$ cat config.mk
export PLATFORM = sky130hd
export DESIGN_NAME = sysarr_mac_pe
export DESIGN_NICKNAME = d
export VERILOG_FILES = /design/src/rtl/sysarr_mac_pe.sv
export SDC_FILE = /design/constraint.sdc
export NUM_CORES = 1
export LEC_CHECK = 0
export ABC_CLOCK_PERIOD_IN_PS = 4600
export BUFFER_PORTS_ARGS = -buffer_cell sky130_fd_sc_hd__buf_4
export CELL_PAD_IN_SITES_DETAIL_PLACEMENT = 2
export CELL_PAD_IN_SITES_GLOBAL_PLACEMENT = 2
export CORE_MARGIN = 2
export CORE_UTILIZATION = 37
export CTS_BUF_LIST = sky130_fd_sc_hd__clkbuf_16
export CTS_CLUSTER_DIAMETER = 30
export DETAILED_ROUTE_END_ITERATION = 8
export PLACE_DENSITY_LB_ADDON = 0.1
export SETUP_SLACK_MARGIN = 0.02
export SLEW_MARGIN = 20
export SYNTH_ARGS = -nofsm -noshare
export SYNTH_HDL_FRONTEND = slang
export SYNTH_SLANG_ARGS = --single-unit
$ cat constraint.sdc
create_clock -name clk -period 4.6 [get_ports clk]
set_input_delay 0.46 -clock clk [delete_from_list [all_inputs] [get_ports clk]]
set_output_delay 0.46 -clock clk [all_outputs]
set_load 0.02 [all_outputs]
$ cat src/rtl/sysarr_mac_pe.sv
`default_nettype none
// +----------------------------------------------------------------------------+
// | Module      : sysarr_mac_pe                                                |
// | Description : Systolic-array MAC processing element with a double-buffered|
// |               stationary weight, a multi-cycle multiply/add pipeline and a |
// |               right-neighbour pass-through. Define MAC_SATURATE_EN to clamp|
// |               the result instead of wrapping it.                           |
// | Revision    : 1.0                                                          |
// +----------------------------------------------------------------------------+
module sysarr_mac_pe #(
  parameter int DW      = 16,
  parameter int MUL_LEN = 2,
  parameter int ADD_LEN = 3
) (
  input  logic                                 clk,
  input  logic                                 nRST,
  input  logic                                 start,
  input  logic                                 MAC_shift,
  input  logic                                 weight_en,
  input  logic                                 weight_swap,
  input  logic [DW-1:0]                        in_value,
  input  logic [DW-1:0]                        in_accumulate,
  output logic [DW-1:0]                        in_pass,
  output logic [DW-1:0]                        out_accumulate,
  output logic                                 value_ready,
  output logic                                 out_valid,
  output logic [$clog2(MUL_LEN+ADD_LEN):0]     count
);

  localparam int CW = $clog2(MUL_LEN + ADD_LEN) + 1;
  localparam int PW = 2 * DW;
  localparam int SW = 2 * DW + 1;

  localparam logic [CW-1:0] c_one     = CW'(1);
  localparam logic [CW-1:0] c_mul_end = CW'(MUL_LEN);
  localparam logic [CW-1:0] c_all_end = CW'(MUL_LEN + ADD_LEN);

  typedef enum logic [1:0] {
    S_IDLE = 2'd0,
    S_MUL  = 2'd1,
    S_ADD  = 2'd2
  } state_t;

  state_t        r_state;
  state_t        w_state_nxt;
  logic [CW-1:0] r_count;
  logic [CW-1:0] w_count_nxt;
  logic          w_accept;
  logic          w_done;
  logic          w_commit;
  logic          w_pend_nxt;

  logic [DW-1:0] r_pass;
  logic [DW-1:0] r_shadow;
  logic [DW-1:0] r_active;
  logic          r_pend;
  logic [DW-1:0] r_op_val;
  logic [DW-1:0] r_op_acc;
  logic [DW-1:0] r_op_wgt;
  logic [PW-1:0] r_prod;
  logic [DW-1:0] r_result;
  logic          r_valid;
  logic          r_ready;

  logic signed [PW-1:0] w_prod;
  logic signed [SW-1:0] w_sum;
  logic        [DW-1:0] w_result;

  always_comb begin
    w_state_nxt = r_state;
    w_count_nxt = r_count;
    w_accept    = 1'b0;
    w_done      = 1'b0;
    case (r_state)
      S_IDLE: begin
        if (start) begin
          w_accept    = 1'b1;
          w_state_nxt = S_MUL;
          w_count_nxt = c_one;
        end
      end
      S_MUL: begin
        w_count_nxt = r_count + c_one;
        if (r_count == c_mul_end) begin
          w_state_nxt = S_ADD;
        end
      end
      S_ADD: begin
        if (r_count == c_all_end) begin
          w_done      = 1'b1;
          w_state_nxt = S_IDLE;
          w_count_nxt = '0;
        end else begin
          w_count_nxt = r_count + c_one;
        end
      end
      default: begin
        w_state_nxt = S_IDLE;
        w_count_nxt = '0;
      end
    endcase
  end

  // A swap requested while busy is parked until the completion edge.
  always_comb begin
    w_commit   = ((r_state == S_IDLE) && weight_swap) ||
                 (w_done && (r_pend || weight_swap));
    w_pend_nxt = r_pend;
    if (w_done) begin
      w_pend_nxt = 1'b0;
    end else if ((r_state != S_IDLE) && weight_swap) begin
      w_pend_nxt = 1'b1;
    end
  end

  assign w_prod = $signed(r_op_wgt) * $signed(r_op_val);
  assign w_sum  = $signed({r_prod[PW-1], r_prod}) +
                  $signed({{(SW-DW){r_op_acc[DW-1]}}, r_op_acc});

`ifdef MAC_SATURATE_EN
  localparam logic signed [SW-1:0] c_sum_max = {{(SW-DW+1){1'b0}}, {(DW-1){1'b1}}};
  localparam logic signed [SW-1:0] c_sum_min = {{(SW-DW+1){1'b1}}, {(DW-1){1'b0}}};

  always_comb begin
    w_result = w_sum[DW-1:0];
    if (w_sum > c_sum_max) begin
      w_result = c_sum_max[DW-1:0];
    end else if (w_sum < c_sum_min) begin
      w_result = c_sum_min[DW-1:0];
    end
  end
`else
  logic w_unused_sum_hi;
  assign w_unused_sum_hi = ^w_sum[SW-1:DW];

  always_comb begin
    w_result = w_sum[DW-1:0];
  end
`endif

  always_ff @(posedge clk or negedge nRST) begin
    if (!nRST) begin
      r_state  <= S_IDLE;
      r_count  <= '0;
      r_pass   <= '0;
      r_shadow <= '0;
      r_active <= '0;
      r_pend   <= 1'b0;
      r_op_val <= '0;
      r_op_acc <= '0;
      r_op_wgt <= '0;
      r_prod   <= '0;
      r_result <= '0;
      r_valid  <= 1'b0;
      r_ready  <= 1'b1;
    end else begin
      r_state <= w_state_nxt;
      r_count <= w_count_nxt;
      r_pend  <= w_pend_nxt;
      r_valid <= w_done;
      r_ready <= (w_state_nxt == S_IDLE);
      if (MAC_shift) begin
        r_pass <= in_value;
        if (weight_en) begin
          r_shadow <= in_value;
        end
      end
      // Operands are frozen at acceptance so later shifts cannot disturb them.
      if (w_accept) begin
        r_op_val <= in_value;
        r_op_acc <= in_accumulate;
        r_op_wgt <= r_active;
      end
      if (w_commit) begin
        r_active <= r_shadow;
      end
      if (r_state == S_MUL) begin
        r_prod <= w_prod;
      end
      if (w_done) begin
        r_result <= w_result;
      end
    end
  end

  assign in_pass        = r_pass;
  assign out_accumulate = r_result;
  assign out_valid      = r_valid;
  assign value_ready    = r_ready;
  assign count          = r_count;

endmodule
`default_nettype wire

# After elaboration in Yosys (flattened, before gate mapping)
# Cells that the tools add are included.
[word_totals]
regBits = 137
out_inout_bits = 38
in_bits = 38
word_cells = 44
[classes]
n_mux = 13
reduce_logical = 10
eq_ne = 5
add_sub_neg = 2
n_mul = 1
[op_table]
columns = ["op", "count"]
rows = [
  ["16-bit adder", 1],
  ["16-bit by 16-bit multiplier with 16-bit output", 1],
  ["4-bit case mux with 3 select lines", 1],
  ["4-bit 2-to-1 mux", 2],
  ["1-bit 2-to-1 mux", 6],
  ["2-bit 2-to-1 mux", 3],
  ["2-bit case mux with 3 select lines", 1],
  ["4-bit by 1-bit adder with 4-bit output (second input constant)", 1],
  ["4-bit by 2-bit equality test with 1-bit output (second input constant)", 1],
  ["4-bit by 3-bit equality test with 1-bit output (second input constant)", 1],
  ["2-bit zero test", 2],
  ["2-bit nonzero test", 2],
  ["1-bit logical AND", 3],
  ["2-bit by 1-bit equality test with 1-bit output (second input constant)", 1],
  ["2-bit equality test (second input constant)", 1],
  ["1-bit logical OR", 2],
  ["2-bit != test (second input constant)", 1],
  ["2-bit AND reduction", 1],
]

# Logic depth before layout (Yosys ltp)
[logic_depth]
word_depth = 5
ltp_mapped = 21
mapped_depth_nobuf = 20

# Least setup slack after synthesis
# Ideal clock, no wire load.
[synth_timing]
path_kind = "register to register"
startpoint = "register r_op_val[1]"
endpoint = "register r_prod[14]"
stages_incl_launch_ff = 19
n_path_buf = 1
setup_slack_ns = -0.516
synth_period_minus_slack_ns = 5.116
setup_time_ns = 0.136
required_time_ns = 4.464
arrival_time_ns = 4.980
path_cell_list = "dfrtp_1 clkbuf_1 nand2_1 fa_1 fa_1 inv_1 fa_1 inv_1 fa_1 fa_1 fa_1 inv_1 ha_1 a21o_1 a21o_1 a21oi_1 o21ai_0 xnor2_1 o21ai_0"
[synth_between]
elab_chain_cells = 1
[synth_rtl]
columns = ["item", "line", "rtl"]
rows = [
  ["start, declared", "57", "logic [DW-1:0] r_op_val;"],
  ["start signal, assigned", "170", "r_op_val <= in_value;"],
  ["16-bit by 16-bit multiplier with 16-bit output", "116", "assign w_prod = $signed(r_op_wgt) * $signed(r_op_val);"],
  ["end signal, assigned", "178", "r_prod <= w_prod;"],
  ["end, declared", "60", "logic [PW-1:0] r_prod;"],
]
# Every way passes these cells.
# A chain may end at the register's enable or synchronous reset.

# Final worst setup path
[layout_timing]
startpoint = "register r_op_val[5]"
endpoint = "register r_prod[15]"
# Same word-level chain as after synthesis.

==> key figures <==
Status
  – Outcome: finished, violations left
  – Violated checks: setup timing

Final layout
  – Fillers: 2754
  – Reg area: 3450 sq um
  – Multi-input gate area in the final layout: 6160 sq um
  – Final #Nets: 1305
  – Final cell count without fillers: 1462
  – Antenna diodes: 0
  – Area Overhead vs Synth: 25.6%
  – Share of cells above drive strength 1: 33.5%

Logic synthesis
  – Most common cell in the netlist: dfrtp_1
  – Synth warn: 0
  – Seq/Total Area, Yosys: 34.4%
  – Post-synthesis cell area: 9960 sq um
  – Post-synth cell types: 48
  – Number of synthesized flops with an enable pin: 0
  – Ys flop type: dfrtp_1
  – Mean Syn Cell Area: 10.5 sq um
  – Mapped Nets: 1141
  – Synth top area share: 34.2%
  – Yosys reg bits: 137
  – Async S/R FF share, synth: 100%
  – Ranking of synthesized cells by area: dfrtp_1, fa_1, mux2_2, ha_1, inv_1
  – Synth Instances: 944
  – Synth area leader: dfrtp_1
  – Commonest cells post-synth: dfrtp_1, inv_1, nand2_1, mux2_2, fa_1

Placed design
  – Dpl hpwl: 21.3 mm
  – Port bufs: 75
  – Placed insts: 1410
  – Final GP Congestion: 0.828

Critical path
  – Critical Path, Cell by Cell: nand2_1 > fa_1 > fa_1 > inv_1 > fa_1 > inv_1 > fa_1 > fa_1 > fa_1 > inv_1 > ha_4 > a21o_1 > a21o_1 > nor3_2 > a21oi_2 > xnor2_1 > o21ai_1
  – Critical path's slowest cell: fa_1
  – Reg-to-Reg Start: r_op_val[5]$_DFFE_PN0P_
  – Buf+Inv Stages, Crit Path: 3
  – Worst setup EP type: flop
  – Delay of the slowest critical-path stage: 520 ps
  – Crit path required time: 4900 ps
  – Critical path startpoint category: flop
  – WS Path Type: reg -> reg
  – CP top delay family: adder cells
  – Critical path launch point: r_op_val[5]$_DFFE_PN0P_
  – Arrival time of the worst setup path: 5380 ps
  – Crit path top cell by count: fa_1
  – Max FO, Critical Path: 6

Timing
  – Final worst path period share: 110%
  – Max-slew headroom: 31.4%
  – Post-layout min period: 5080 ps
  – Final setup margin: -482 ps
  – Setup Skew: 22.3 ps
  – Fin. max-slew vios: 0
  – Slew @ Worst Pin: 1030 ps
  – Fmax: 197 MHz
  – Final setup violation count: 6
  – Final hold violation count: 0
  – RSZ-0062 raised after global routing: true

Routing
  – Via count: 7131
  – Final wirelength: 28.5 mm
  – DRC violations left: 0
  – Drt via density: 4.88
  – Remaining antenna violation count: 0
  – DRT Pass-1 Iters: 4
  – Drt initial violations: 203
  – Wirelength per Cell: 19.5 microns

Global route
  – Most used routing layer: met2
  – Number of global-route vias before repair: 8210
  – First-pass GRT wire length: 46.0 mm
  – GRT Total Usage: 21.1%
  – Pin count of the biggest net entering global routing: 55
  – Met1 global-route usage: 29.0%
  – Remaining global-route overflow: 0
  – Met2 Resource Use GR: 36.1%
  – Routing usage on met3: 3.06%
  – Antenna violations before repair: 0

Floorplanning
  – Chip height: 168 microns
  – # rows: 60
  – Die width: 168 microns
  – Die area: 28200 sq um
  – Core area: 26700 sq um
  – Initial Util: 37.4%
  – # IOs: 76

Clock network
  – Root Driver: clkbuf_16
  – Reg clk slew, reported paths: 80 ps
  – Num Clock Sinks: 137
  – Post-CTS Hold Fix Bufs: 0
  – H-tree depth: 4
  – Clock tree from TritonCTS: yes
  – Clock buffer depth: 2
  – Worst skew pair latency: 430 ps
  – Total CTS buffers: 17

Run
  – Maxcap violations: 0

Hold path
  – Type of the most critical hold path: in -> async
## kinds of logic after synthesis
group,after synthesis,synth area share [%]
adder cells (fa/ha/maj),159,26.0
multiplexers,98,11.1
AND/OR/NAND/NOR,230,11.1
buffers and inverters,168,6.48
XOR/XNOR,54,4.89
flip-flops,137,34.4
AO/OA/AOI/OAI,98,5.96
## cell type report
type                    instances  area share (%)
multi-input cells             639            49.3
flip-flops and latches        137            27.5
repair buffers                179            10.9
inverters                     134            4.04
well taps                     341            3.41
clock buffers                  17            3.40
clock inverters                15            1.41
## stage by stage
| stage | hold slack [ps] | TNS [ps] | utilization [%] | cell area (sq um) | setup WS, ps |
|---|---|---|---|---|---|
| 6_report | 1.05 | -1720 | 46.9 | 12500 | -482 |
| 5_1_grt | 33.0 | -2980 | 46.9 | 12500 | -675 |
| 4_1_cts | 11.4 | -2110 | 46.2 | 12300 | -501 |
| 3_5_place_dp | 475 | -2940 | 43.2 | 11500 | -721 |
| 3_3_place_gp | 468 | -2170 | 43.2 | 11500 | -625 |
| 2_1_floorplan | 164 | -335 | - | 10100 | -162 |
## flip-flops by register name, indices dropped and copies added (netlist names)
signal / count
count: 4
r_op_val: 16
value_ready: 1
r_state: 2
out_valid: 1
r_shadow: 16
r_prod: 16
r_pend: 1
r_op_wgt: 16
out_accumulate: 16
r_active: 16
in_pass: 16
r_op_acc: 16
## cells in the final DEF, fill, tap and decap left out, types with 3 or more instances in the layout
cell       Yosys  final
o22ai_1        3      3
o21ai_2        1      4
xor2_1        13     13
nor3_1         6      4
a21oi_1       18     12
and2_1        64     60
nor2_1         9      8
a21o_1         8      8
inv_2          1      6
clkinv_4       0      5
o21a_1         3      3
mux2_2        96     96
ha_1          79     71
bufinv_16      0      3
nor3b_1        5      5
inv_1        133    128
o21ai_0       41     36
buf_4          0    176
clkbuf_16      0     17
nand2_1      126    124
fa_2           0      7
dfrtp_2        0     13
and2_4         0      3
xnor2_2        0      3
fa_1          80     73
nor2b_1        5      5
xnor2_1       40     37
dfrtp_1      136    123
ha_4           0      7
o211ai_1       5      5
a21oi_4        0      3
o21ai_1        4      6
a21oi_2        0      3
## repair_timing
| item | CTS | global route |
|---|---|---|
| gates resized for setup | 29 | 29 |
| pin swaps | 17 | 19 |
| setup endpoints to repair | 8 | 8 |
| buffers inserted | 16 | 5 |
## worst paths after layout
check / slack (ps) / to / cells after the start
worst max-delay path: -480 / r_prod[15]$_DFFE_PN0P_ / 17
max in group asynchronous: 3490 / r_op_val[2]$_DFFE_PN0P_ / 2
worst min-delay path: 1 / out_accumulate[14]$_DFFE_PN0P_ / 1
min in group clk: 240 / r_op_acc[1]$_DFFE_PN0P_ / 3
worst max register to register: -480 / r_prod[15]$_DFFE_PN0P_ / 17
worst min register to register: 480 / out_accumulate[5]$_DFFE_PN0P_ / 2
## per-layer routing
layer / vias to the layer above / routed length (microns)
met5: - / 0
met3: 9 / 552
met2: 64 / 14200
met4: 0 / 164
met1: 3708 / 13600
li1: 3350 / -
Power is not shown: default switching activity piles up to over one toggle a cycle in this logic, so the estimate is an artifact.
